## config.mk

```make
export PLATFORM = sky130hd
export DESIGN_NAME = seq_multiplier
export DESIGN_NICKNAME = d
export VERILOG_FILES = /design/src/rtl/mult_pkg.sv /design/src/rtl/mul_step.sv /design/src/rtl/seq_multiplier.sv
export SDC_FILE = /design/constraint.sdc
export NUM_CORES = 1
export LEC_CHECK = 0
export ABC_AREA = 1
export CAP_MARGIN = 20
export CORE_UTILIZATION = 58
export CTS_CLUSTER_SIZE = 10
export DETAILED_ROUTE_END_ITERATION = 16
export PLACE_DENSITY = 0.85
export SLEW_MARGIN = 30
export SYNTH_ARGS = -nofsm -noshare
export SYNTH_HDL_FRONTEND = slang
export SYNTH_HIERARCHICAL = 1
export SYNTH_SLANG_ARGS = --single-unit
```

## constraint.sdc

```tcl
create_clock -name clk -period 2.78 [get_ports clk]
set_input_delay 0.278 -clock clk [delete_from_list [all_inputs] [get_ports clk]]
set_output_delay 0.278 -clock clk [all_outputs]
set_load 0.1 [all_outputs]
```

## src/rtl/mult_pkg.sv

```systemverilog
// Shared definitions for the lab3 multiplier datapath (seq_multiplier, shift_out).
package mult_pkg;

    // Default operand width; the product is twice this wide.
    localparam int N      = 12;
    localparam int PROD_W = 2 * N;

    // Controller state encoding.
    typedef enum logic [1:0] {
        IDLE = 2'b00,
        CALC = 2'b01,
        DONE = 2'b10
    } state_t;

endpackage : mult_pkg

```

## src/rtl/mul_step.sv

```systemverilog
// One shift-add iteration: conditionally add M into the accumulator, then
// shift the {A,Q} pair right by one with a zero entering the MSB.
module mul_step #(
    parameter int N = 12
) (
    input  logic [N:0]   a_i,
    input  logic [N-1:0] q_i,
    input  logic [N-1:0] m_i,
    output logic [N:0]   a_o,
    output logic [N-1:0] q_o
);

    logic [N:0] sum_s;

    // Conditional add of the multiplicand; the carry lands in the extra A bit.
    always_comb begin
        if (q_i[0]) begin
            sum_s = a_i + {1'b0, m_i};
        end else begin
            sum_s = a_i;
        end
    end

    // Right shift of {sum,Q}: the LSB of the sum moves into the top of Q.
    always_comb begin
        a_o = {1'b0, sum_s[N:1]};
        q_o = {sum_s[0], q_i[N-1:1]};
    end

endmodule : mul_step

```

## src/rtl/seq_multiplier.sv

```systemverilog
// Sequential unsigned shift-add multiplier feeding shift_out. Captures two
// operands on start, runs N add/shift steps, then holds the product with sz=1.
module seq_multiplier #(
    parameter int N = mult_pkg::N
) (
    input  logic           clk,
    input  logic           reset,
    input  logic           start,
    input  logic [N-1:0]   x_parallel,
    input  logic [N-1:0]   y_parallel,
    output logic [2*N-1:0] z_parallel,
    output logic           sz,
    output logic           busy
);

    import mult_pkg::*;

    localparam int CNT_W = $clog2(N);

    state_t         state_q, state_d;
    logic [N:0]     a_q, a_d;
    logic [N-1:0]   q_q, q_d;
    logic [N-1:0]   m_q, m_d;
    logic [CNT_W-1:0] cnt_q, cnt_d;
    logic [2*N-1:0] z_q, z_d;
    logic           sz_q, sz_d;
    logic           busy_q, busy_d;

    logic [N:0]     step_a_s;
    logic [N-1:0]   step_q_s;

    mul_step #(.N(N)) u_mul_step (
        .a_i (a_q),
        .q_i (q_q),
        .m_i (m_q),
        .a_o (step_a_s),
        .q_o (step_q_s)
    );

    // State, datapath and output registers with synchronous active-low reset.
    always_ff @(posedge clk) begin
        if (!reset) begin
            state_q <= IDLE;
            a_q     <= '0;
            q_q     <= '0;
            m_q     <= '0;
            cnt_q   <= '0;
            z_q     <= '0;
            sz_q    <= 1'b0;
            busy_q  <= 1'b0;
        end else begin
            state_q <= state_d;
            a_q     <= a_d;
            q_q     <= q_d;
            m_q     <= m_d;
            cnt_q   <= cnt_d;
            z_q     <= z_d;
            sz_q    <= sz_d;
            busy_q  <= busy_d;
        end
    end

    // Next-state logic; start is only honoured outside CALC.
    always_comb begin
        state_d = state_q;
        case (state_q)
            IDLE: begin
                if (start) begin
                    state_d = CALC;
                end else begin
                    state_d = IDLE;
                end
            end
            CALC: begin
                if (cnt_q == CNT_W'(N - 1)) begin
                    state_d = DONE;
                end else begin
                    state_d = CALC;
                end
            end
            DONE: begin
                if (start) begin
                    state_d = CALC;
                end else begin
                    state_d = DONE;
                end
            end
            default: begin
                state_d = IDLE;
            end
        endcase
    end

    // Datapath next values: operand capture on an accepted start, one step per CALC cycle.
    always_comb begin
        a_d   = a_q;
        q_d   = q_q;
        m_d   = m_q;
        cnt_d = cnt_q;
        case (state_q)
            IDLE, DONE: begin
                if (start) begin
                    a_d   = '0;
                    q_d   = y_parallel;
                    m_d   = x_parallel;
                    cnt_d = '0;
                end else begin
                    a_d   = a_q;
                    q_d   = q_q;
                    m_d   = m_q;
                    cnt_d = cnt_q;
                end
            end
            CALC: begin
                a_d   = step_a_s;
                q_d   = step_q_s;
                cnt_d = cnt_q + CNT_W'(1);
            end
            default: begin
                a_d   = '0;
                q_d   = '0;
                m_d   = '0;
                cnt_d = '0;
            end
        endcase
    end

    // Output next values derived from the next state so the ports are registered.
    always_comb begin
        if (state_d == DONE) begin
            z_d    = {a_d[N-1:0], q_d};
            sz_d   = 1'b1;
            busy_d = 1'b0;
        end else if (state_d == CALC) begin
            z_d    = '0;
            sz_d   = 1'b0;
            busy_d = 1'b1;
        end else begin
            z_d    = '0;
            sz_d   = 1'b0;
            busy_d = 1'b0;
        end
    end

    assign z_parallel = z_q;
    assign sz         = sz_q;
    assign busy       = busy_q;

endmodule : seq_multiplier

```

## Word-level counts from Yosys, hierarchy flattened

Cells that the tools add are included.

- Word-level logic and storage cells: 39
- Register bits: 69
- Output and inout bits: 26

- Muxes and demuxes: 15
- Equality and inequality tests: 6
- Reductions and logical operators: 5
- Add/subtract/negate cells: 2
- Bitwise gates (word level): 2

Operators with widths:

| kind | number |
|---|---|
| 12-bit one-hot mux with 2 select lines | 2 |
| 13-bit two-way mux | 2 |
| 13-bit one-hot mux with 2 select lines | 1 |
| 12-bit two-way mux | 2 |
| 13-bit by 12-bit adder with 13-bit output | 1 |
| 4-bit one-hot mux with 2 select lines | 1 |
| 2-bit one-hot mux with 3 select lines | 1 |
| 4-bit by 1-bit adder with 4-bit output (second input constant) | 1 |
| 2-bit by 1-bit == test with 1-bit output (second input constant) | 2 |
| 2-bit == test (second input constant) | 2 |
| 4-bit == test (second input constant) | 1 |
| 2-bit two-way mux | 2 |
| 4-bit two-way mux | 1 |
| 2-bit AND reduction | 2 |
| 2-bit OR reduction | 2 |
| 1-bit two-way mux | 3 |
| 2-bit zero test | 1 |
| 2-bit != test (second input constant) | 1 |
| 1-bit NOT | 2 |

## Longest topological paths before layout

Gate-level depths: netlist (run 1).

- Word-level depth: 5
- Mapped depth: 14
- Mapped depth without buffers: 14

## Cells and area by module

The synthesis (run 1) kept the hierarchy.

Modules (own cells, without submodules):

| module | times used | cells each | area each (um^2) |
|---|---|---|---|
| seq_multiplier | 1 | 315 | 2452.4 |
| mul_step | 1 | 182 | 937.1 |

## Worst setup path after synthesis (run 1)

Ideal clock, no wire load.

- Path kind: flip-flop to flip-flop
- Start point: register a_q[0]
- End point: register z_q[23] (netlist: z_parallel[23])
- Period minus slack after synthesis: 1.841 ns
- Required time: 2.716 ns
- Path slack: 0.939 ns
- Stages on the path, launching flop included: 14
- Data arrival time: 1.778 ns
- Cell sequence: dfxtp_1 -> ha_1 -> fa_1 -> nand3_1 -> nand3_2 -> nand3_1 -> nand3_1 -> nand2_1 -> nand2_1 -> nand2_1 -> inv_1 -> o21ai_0 -> nand2_1 -> nor2_1

- Word-level cells in the longest chain between the ends: 3

RTL lines:

| item | RTL line | RTL |
|---|---|---|
| start: declaration | seq_multiplier.sv:21 | `logic [N:0] a_q, a_d;` |
| start signal: assignment | seq_multiplier.sv:44 | `a_q <= '0;` |
| start signal: assignment | seq_multiplier.sv:53 | `a_q <= a_d;` |
| 13-bit by 12-bit adder with 13-bit output | mul_step.sv:18 | `sum_s = a_i + {1'b0, m_i};` |
| 13-bit two-way mux | mul_step.sv:17 | `if (q_i[0]) begin` |
| via step_a_s[11] | seq_multiplier.sv:29 | `logic [N:0] step_a_s;` |
| 13-bit one-hot mux with 2 select lines | seq_multiplier.sv:100 | `case (state_q)` |
| end signal: assignment | seq_multiplier.sv:57 | `z_q <= z_d;` |
| end: declaration | seq_multiplier.sv:25 | `logic [2*N-1:0] z_q, z_d;` |

The timed path passes the listed nets, and every way through them passes these cells.
A chain may end at the register's enable or synchronous reset.

## Final worst setup path (run 1)

- Start point: register a_q[0]
- End point: register z_q[19] (netlist: z_parallel[19])

The elaborated chain is that of the path after synthesis.

==> summary.txt, run 1 <==
Outcome
  – Outcome: finished, final reports clean

Pwr
  – Internal Power: 1.41 mW
  – Comb power frac: 10.3%
  – NetSw: 0.499 mW
  – Pleak: 1.95 nW
  – Sequential share of power: 54.5%
  – VDD IR max: 0.391 mV
  – Power, Total: 1.91 mW
  – Switching part of the total: 26.1%
  – Clk pwr share: 35.2%
  – Cell Pwr Density: 487 nW/um^2

Layout
  – Net count reported at finish: 576
  – Area Overhead vs Synth: 15.5%
  – Final Cell Area: 3920 sq um
  – Final Core Density: 70.3%
  – Layout cells sized above 1: 9.46%
  – Final Instance Count excl. Fillers: 611
  – # diodes: 0

Global routing
  – Most used routing layer: met2
  – GR Overflow Total: 0
  – Overall Global Routing Usage: 25.9%
  – Vias in the first global route: 2841
  – Initial antenna violation count: 0
  – First-pass GRT wire length: 12500 um
  – Met2 usage: 46.8%
  – Largest net degree at the start of global routing: 27
  – GR Util met3: 5.70%
  – Met1 Use GR: 30.0%

Timing
  – Final Max Tran Viols: 0
  – Measured slew at the worst slew-check pin: 721 ps
  – Fin. Hold Viols: 0
  – Slew HR: 51.9%
  – # setup viols final: 0
  – RSZ-0062 raised after global routing: false
  – Post-Route Skew: 5.31 ps
  – TNS Setup: 0 ps
  – Max Fclk: 485 MHz
  – Fin crit share: 74.2%
  – Fin crit period: 2060 ps

Clock tree
  – Post-CTS Setup Bufs: 0
  – # H-tree levels: 3
  – CTS max path bufs: 2
  – Root buffer cell: clkbuf_8
  – Post-CTS sizing: 0
  – Cts bufs inserted: 9
  – CTS clk-pin slew, worst paths: 70 ps
  – Clock Latency Late Sink: 350 ps
  – Hold_buf cts: 0
  – Sink Count: 69
  – CTS tree: built

Routing
  – Detailed-route DRC error count: 0
  – Routed Antenna Nets: 0
  – Via/cell ratio: 5.00
  – Detailed Route WL: 7230 um
  – Routed WL per cell: 11.8 um
  – DRT iter0 DRCs: 117
  – Via count: 3052
  – Drt first pass iters: 4

Setup path
  – R2R setup slack: 720 ps
  – Crit. End Element: flip-flop
  – Req. time, crit path: 3060 ps
  – Worst setup SP type: flip-flop
  – Crit path DAT: 2340 ps
  – Worst-path maximum fanout: 5
  – Crit Path Class: flip-flop to flip-flop

Yosys
  – XOR/XNOR Fraction of Synth Area: 0.517%
  – Leading area contributor after synthesis: dfxtp_1
  – Synth Area in Compound Gates: 7.35%
  – Post-synthesis sequential area ratio: 40.8%
  – Synth top area cells: dfxtp_1, nand2_1, inv_1
  – Distinct cells, synth: 26
  – Mapped Cells: 497
  – Post-synth top area share: 40.8%
  – Synth Warn #: 6
  – Register bit count reported by yosys: 69
  – Main combinational cell family by area after synthesis: simple AND/OR/NAND/NOR gates
  – Post-Syn Nets: 538
  – Synth Area in Adders: 5.39%
  – Mux share of post-synthesis cell area: 0%
  – Syn avg cell area: 6.82 sq um
  – Area of the mapped netlist: 3390 sq um
  – Synth Area in Simple Gates: 32.4%

Placement
  – Routability cong.: 0.934
  – DP HPWL: 5410 um
  – Port Buffer Count: 52
  – Area after DPL: 3760 sq um
  – Placed insts: 596

Floorplan
  – Rows: 27
  – Die area: 6150 sq um
  – I/O Pins: 53
  – Initial Util: 60.8%
  – Die height: 78.4 um
  – Core area: 5570 sq um
  – Die Width: 78.4 um

Flow run
  – MaxCap Viol Count: 0

Hold path
  – HP Class: flip-flop to flip-flop
[cells by family after synthesis]
| family | after synthesis |
|---|---|
| adder cells (fa/ha/maj) | 14 |
| buffers and inverters | 97 |
| AO/OA/AOI/OAI | 47 |
| other | 1 |
| AND/OR/NAND/NOR | 267 |
| flip-flops | 69 |
| XOR/XNOR | 2 |
[path summary, 6_finish.rpt]
| check | from | to | cells after the start |
|---|---|---|---|
| hold reg to reg | m_q[11] | m_q[11] | 2 |
| hold / removal | m_q[11] | m_q[11] | 2 |
| setup reg to reg | a_q[0] | z_parallel[19] | 13 |
| setup / recovery | a_q[0] | z_parallel[19] | 13 |
[flip-flops by register name (all words and copies together) (netlist names)]
| register | cells |
|---|---|
| sz | 1 |
| state_q | 2 |
| busy | 1 |
| m_q | 12 |
| z_parallel | 24 |
| q_q | 12 |
| a_q | 13 |
| cnt_q | 4 |
[metal layers]
metal	up-vias	routed length, um
met1	1377	3130
li1	1595	-
met4	0	103
met2	69	3650
met5	-	0
met3	11	346
[layout make-up]
type,count,area [sq um]
clock buffer,10,128
sequential,69,1380
fill,484,1660
tap,72,90.1
inverter,69,259
timing repair buffer,55,478
multi-input combinational,331,1550
clock inverter,5,28.8
[power by group through the flow]
stage / combinational [mW] / sequential [mW] / clock, mW
final: 0.197 / 1.04 / 0.672
after global routing: 0.221 / 1.04 / 0.731
after CTS: 0.197 / 1.04 / 0.692
after detailed placement: 0.196 / 1.06 / 0
after global placement: 0.191 / 1.06 / 0
after floorplan: 0.143 / 1.06 / 0
[placed cells by master (no fill, tap or decap), drive strengths merged]
| cell type | synthesis | final |
|---|---|---|
| nand2 | 183 | 183 |
| dfxtp | 69 | 69 |
| inv | 68 | 68 |
| nor2 | 42 | 42 |
| nand3 | 34 | 34 |
| buf | 27 | 29 |
| clkdlybuf4s50 | 0 | 26 |
| a21oi | 25 | 25 |
| o21ai | 21 | 21 |
| ha | 13 | 13 |
| clkbuf | 1 | 10 |
| clkinv | 1 | 6 |
| nand4 | 5 | 5 |
| nand3b | 3 | 3 |
| xnor2 | 2 | 2 |
| o21bai | 1 | 1 |
| fa | 1 | 1 |
| conb | 1 | 1 |
[cell usage after synthesis, drive strengths merged]
master	count
nand4	5
nand3	34
buf	27
a21oi	25
nand3b	3
conb	1
fa	1
o21ai	21
inv	68
ha	13
clkbuf	1
xnor2	2
dfxtp	69
nor2	42
clkinv	1
nand2	183
o21bai	1
[worst max-delay path: stages (launching register included)]
cell,delay (ps)
dfxtp_1,330
ha_1,240
fa_1,430
nand3_1,120
nand3_2,120
nand2_1,130
nand4_1,80
nand2_1,60
nand3_1,70
nand2_1,80
inv_1,40
o21ai_1,110
nand2_1,90
nor2_1,100
[metrics by stage]
stage	hold slack, ps	worst slack (ps)
after floorplan	426	939
after global placement	459	808
after detailed placement	462	735
after CTS	472	737
after global routing	493	490
final	468	716
Power figures use the tool's default switching activity.
==> run 2, diff against run 1 <==
--- a/config.mk
+++ b/config.mk
@@ -7,10 +7,10 @@
 export LEC_CHECK = 0
 export ABC_AREA = 1
 export CAP_MARGIN = 20
-export CORE_UTILIZATION = 58
+export CORE_UTILIZATION = 48
 export CTS_CLUSTER_SIZE = 10
 export DETAILED_ROUTE_END_ITERATION = 16
-export PLACE_DENSITY = 0.85
+export PLACE_DENSITY = 0.75
 export SLEW_MARGIN = 30
 export SYNTH_ARGS = -nofsm -noshare
 export SYNTH_HDL_FRONTEND = slang
==> constraint.sdc (replaced) <==
create_clock -name clk -period 1.8 [get_ports clk]
set_input_delay 0.18 -clock clk [delete_from_list [all_inputs] [get_ports clk]]
set_output_delay 0.18 -clock clk [all_outputs]
set_load 0.1 [all_outputs]
==> summary.txt, run 2 (synthesis gave the netlist of run 1 again) <==
Global routing
  – Initial antenna violation count: 0
  – Vias in the first global route: 3100
  – First-pass GRT wire length: 13800 um
  – Overall Global Routing Usage: 23.8%
  – Largest net degree at the start of global routing: 22
  – GR Overflow Total: 0

Setup path
  – R2R setup slack: -2 ps
  – Worst setup SP type: flip-flop
  – Crit-path cells: ha_4 -> fa_2 -> nand3_2 -> nand3_4 -> buf_4 -> nand2_1 -> nand3b_1 -> nand3_1 -> nand2_1 -> inv_1 -> o21ai_1 -> nand2_1 -> nor2_1
  – Crit. End Element: flip-flop
  – Most used cell, CP: nand2_1
  – Crit path max-delay cell type: fa_2
  – R2R cell count: 13
  – Crit path DAT: 2050 ps
  – Crit Path Class: flip-flop to flip-flop
  – Req. time, crit path: 2040 ps
  – Max stage delay on crit path: 350 ps
  – Worst r2r src: a_q[0]
  – Crit Reg-Reg Endpoint: z_parallel[17]
  – Worst-path maximum fanout: 5

Timing
  – Max Fclk: 555 MHz
  – Setup ws final: -1.87 ps
  – Fin. Hold Viols: 0
  – Fin crit share: 100%
  – Fin crit period: 1800 ps
  – Fin Hold WS: 374 ps
  – # setup viols final: 1
  – RSZ-0062 raised after global routing: true
  – Post-Route Skew: 9.02 ps
  – Final Max Tran Viols: 0

Floorplan
  – Rows: 30
  – Initial Util: 49.9%
  – Core area: 6790 sq um
  – I/O Pins: 53
  – Die area: 7400 sq um
  – Die height: 86.0 um
  – Die Width: 86.0 um

Routing
  – Via/cell ratio: 4.83
  – Detailed Route WL: 8140 um
  – Routed WL per cell: 12.4 um
  – Routed Antenna Nets: 0
  – Via count: 3174
  – Detailed-route DRC error count: 0
  – Drt first pass iters: 4
  – DRT iter0 DRCs: 115

Clock tree
  – CTS clk-pin slew, worst paths: 80 ps
  – Clock Latency Late Sink: 360 ps
  – CTS tree: built
  – CTS max path bufs: 2
  – # H-tree levels: 3
  – Sink Count: 69
  – Root buffer cell: clkbuf_8
  – Cts bufs inserted: 9
  – Hold_buf cts: 0

Layout
  – Max reg flops: 24
  – Final Core Density: 65.1%
  – Commonest non-fill, non-tap cells in the layout: nand2_1, inv_1, dfxtp_1, buf_4, nor2_1
  – Area Overhead vs Synth: 30.5%
  – Final Cell Area: 4420 sq um
  – Commonest non-fill, non-tap cell in the layout: nand2_1
  – Layout cells sized above 1: 23.2%
  – Final Instance Count excl. Fillers: 657
  – Net count reported at finish: 597
  – # diodes: 0

Placement
  – Port Buffer Count: 52
  – DP HPWL: 5770 um
  – Routability cong.: 0.909
  – Area after DPL: 3940 sq um
  – Placed insts: 638

Hold path
  – Hold_sp: x_parallel[2]
  – HP Class: primary input to flip-flop
  – Hold EP: m_q[2]
  – Hold depth: 3

Pwr
  – Pleak: 2.10 nW
  – Cell Pwr Density: 777 nW/um^2
  – Power, Total: 3.44 mW
  – VDD IR max: 0.498 mV

Outcome
  – Outcome: finished, violations left
  – Failing checks: negative setup slack

Flow run
  – MaxCap Viol Count: 0
## run 2: changes by cell type in the layout (fill, tap and decap cells not counted), moves of 4 or more
cell / previous run / this run
buf_4: 29 / 49
dfxtp_1: 69 / 50
dfxtp_2: 0 / 18
ha_1: 13 / 3
ha_4: 0 / 9
nand2_1: 183 / 172
nand2_2: 0 / 11
nand3_1: 32 / 27
nand3_2: 2 / 6
nor2_1: 38 / 34
nor2_2: 2 / 6
## run 2: worst max path at each step
stage	startpoint	endpoint	slack, ps	depth (start not counted)
5_1_grt	a_q[0]	z_parallel[19]	-130	13
2_1_floorplan	a_q[0]	z_parallel[23]	20	13
4_1_cts	a_q[0]	z_parallel[17]	2	13
6_report	a_q[0]	z_parallel[17]	-2	13
3_3_place_gp	a_q[0]	z_parallel[23]	-80	13
3_5_place_dp	a_q[0]	z_parallel[23]	-120	13
## run 2: layout make-up
class	count	area, sq um
Clock buffer	11	151
Clock inverter	5	81.3
Fill cell	605	2370
Inverter	69	259
Multi-Input combinational cell	331	1750
Sequential cell	69	1410
Tap cell	96	120
Timing Repair Buffer	76	648
## run 2: power breakdown
| part | internal (mW) | total (mW) | switching [mW] |
|---|---|---|---|
| registers | 1.57 | 1.60 | 0.0346 |
| clock network | 0.858 | 1.47 | 0.614 |
| logic | 0.159 | 0.359 | 0.200 |
## run 2: repair_timing
item / 4_1_cts / 5_1_grt
setup buffers: 0 / 3
endpoints found under the setup margin: 11 / 19
pin swaps: 7 / 12
gates resized for setup: 16 / 46
## run 2: per-layer routing
| metal | vias up | GRT usage (%) | part of all wire, % |
|---|---|---|---|
| met5 | - | 0 | 0 |
| met4 | 0 | 10.6 | 3.4 |
| met3 | 20 | 5.58 | 5.9 |
| met2 | 78 | 42.2 | 50 |
| met1 | 1440 | 27.2 | 41 |
| li1 | 1636 | - | - |
## run 2: through the flow
| step | worst slack, ps | TNS, ps |
|---|---|---|
| 2_1_floorplan | 17.1 | 0 |
| 3_3_place_gp | -76.3 | -169 |
| 3_5_place_dp | -118 | -426 |
| 4_1_cts | 1.65 | 0 |
| 5_1_grt | -134 | -1190 |
| 6_report | -1.87 | -1.87 |
## run 2: worst max-delay path: cells and delay by family, from the launching register on
family	cells	cell delay, ps
AND/OR/NAND/NOR	8	580
flip-flops	1	340
adder cells (fa/ha/maj)	2	510
AO/OA/AOI/OAI	1	60
buffers and inverters	2	200
==> variant: new RTL, flow settings as in run 2 <==
Encoding of `state_t`: now one-hot (3 bits for 3 states).
--- a/src/rtl/mult_pkg.sv
+++ b/src/rtl/mult_pkg.sv
@@ -6,10 +6,10 @@
     localparam int PROD_W = 2 * N;
 
     // Controller state encoding.
-    typedef enum logic [1:0] {
-        IDLE = 2'b00,
-        CALC = 2'b01,
-        DONE = 2'b10
+    typedef enum logic [2:0] {
+        IDLE = 3'b001,
+        CALC = 3'b010,
+        DONE = 3'b100
     } state_t;
 
 endpackage : mult_pkg
Behaviour: no difference found for any inputs over 10 cycles, from zero or initial values and one cycle with reset low; not proved beyond that.
==> variant against run 2 <==
- final area decreased by 3.8%
- clock power decreased by 16%
- routed wire length decreased by 0.15%
- worst setup slack improved by 3.2 ps
- count of clock-buffer cells in the layout unchanged
- sequential cell count increased by 1
- area after synthesis decreased by 1.3%
- worst hold slack improved by 29 ps
- power decreased by 5.6%
- critical endpoint is now z_parallel[23]
- largest power group unchanged
- highest routed layer unchanged
==> variant: results (changes against run 2) <==
Status
  – Outcome: finished clean

CTS
  – Post-cts resize count: 5 (-11)

Routing
  – Vias: 3140 (-1.1%)
  – Initial DRC count: 202 (+76%)
  – Wirelength per Cell: 13.6 µm (+10%)
  – Routed WL: 8.13 mm (-0.15%)

Global route
  – Gr usage total: 21.4% (-2.4 points)
  – First-pass GRT wire length: 12.3 mm (-11%)

Final layout
  – Fraction of layout cells with a size suffix above 1: 18.8% (-4.4 points)
  – Fillers: 579 (-4.3%)
  – Bufs w/o clock: 67 (-12%)
  – Non-clk buf share: 13.7% (-1.0 points)
  – Clock-cell share of area: 4.50% (-0.76 points)
  – FF+latch count: 70 (+1.4%)
  – Logic inverters: 35 (-49%)

Pwr
  – P per Cell Area: 763 nW/µm² (-1.8%)
  – Leakage power total: 0.00189 µW (-10%)
  – Logic gate share of total power: 12.0% (+1.6 points)
  – P_sw: 851 µW (+0.23%)
  – Worst VDD drop: 0.469 mV (-5.7%)
  – Clk. pwr: 1230 µW (-16%)

Placement
  – Dpl cell area: 3850 µm² (-2.3%)
  – Inst Count DP: 580 (-9.1%)
  – DP HPWL: 5.46 mm (-5.4%)

STA
  – Hold slack: 403 ps (+28.5 ps)

Worst setup path
  – CP startpoint: m_q[0]
  – Max incr delay on CP: 370 ps (+20 ps)
  – Reg2reg path depth: 10 (-3)
  – Setup crit end: z_parallel[23]

Worst hold path
  – Hold_sp: x_parallel[8]

Logic synthesis
  – Post-synth top cells: nand2_1, dfxtp_1, nor2_1
  – Seq/Total Area, Yosys: 41.9% (+1.1 points)
  – Yosys cell types: 25 (-3.8%)
  – Post-synthesis compound-gate area fraction: 10.3% (+3.0 points)
## variant: changes by cell type after synthesis, moves of 3 or more
cell,run 2,this run
a22oi_1,0,24
buf_6,4,0
clkbuf_1,1,6
inv_1,67,34
nand2_1,183,140
nand2_2,0,3
nand3_1,32,22
nand4_1,5,15
nor2_1,38,65
o21ai_0,8,4
o21ai_1,13,4
## variant: worst min-delay path, cell delays in order
cell and delay (ps):
clkdlybuf4s50_1 400, nand3_1 80, nand2_1 50
## variant: kinds of logic (layout without fill, tap and decap cells)
| group | after synthesis | count (layout) |
|---|---|---|
| buffers and inverters | 66 | 118 |
| DFF | 70 | 70 |
| AOI/OAI and AO/OA | 56 | 56 |
| other | 1 | 1 |
| adders and majority gates | 14 | 14 |
| xor gates and xnor gates | 4 | 4 |
| and+or+nand+nor | 253 | 253 |
## variant: layer usage
metal / routed length (µm) / global-route usage (%)
met5: 0 / 0
met4: 239 / 12.3
met3: 434 / 4.67
met2: 3940 / 33.2
met1: 3510 / 27.6
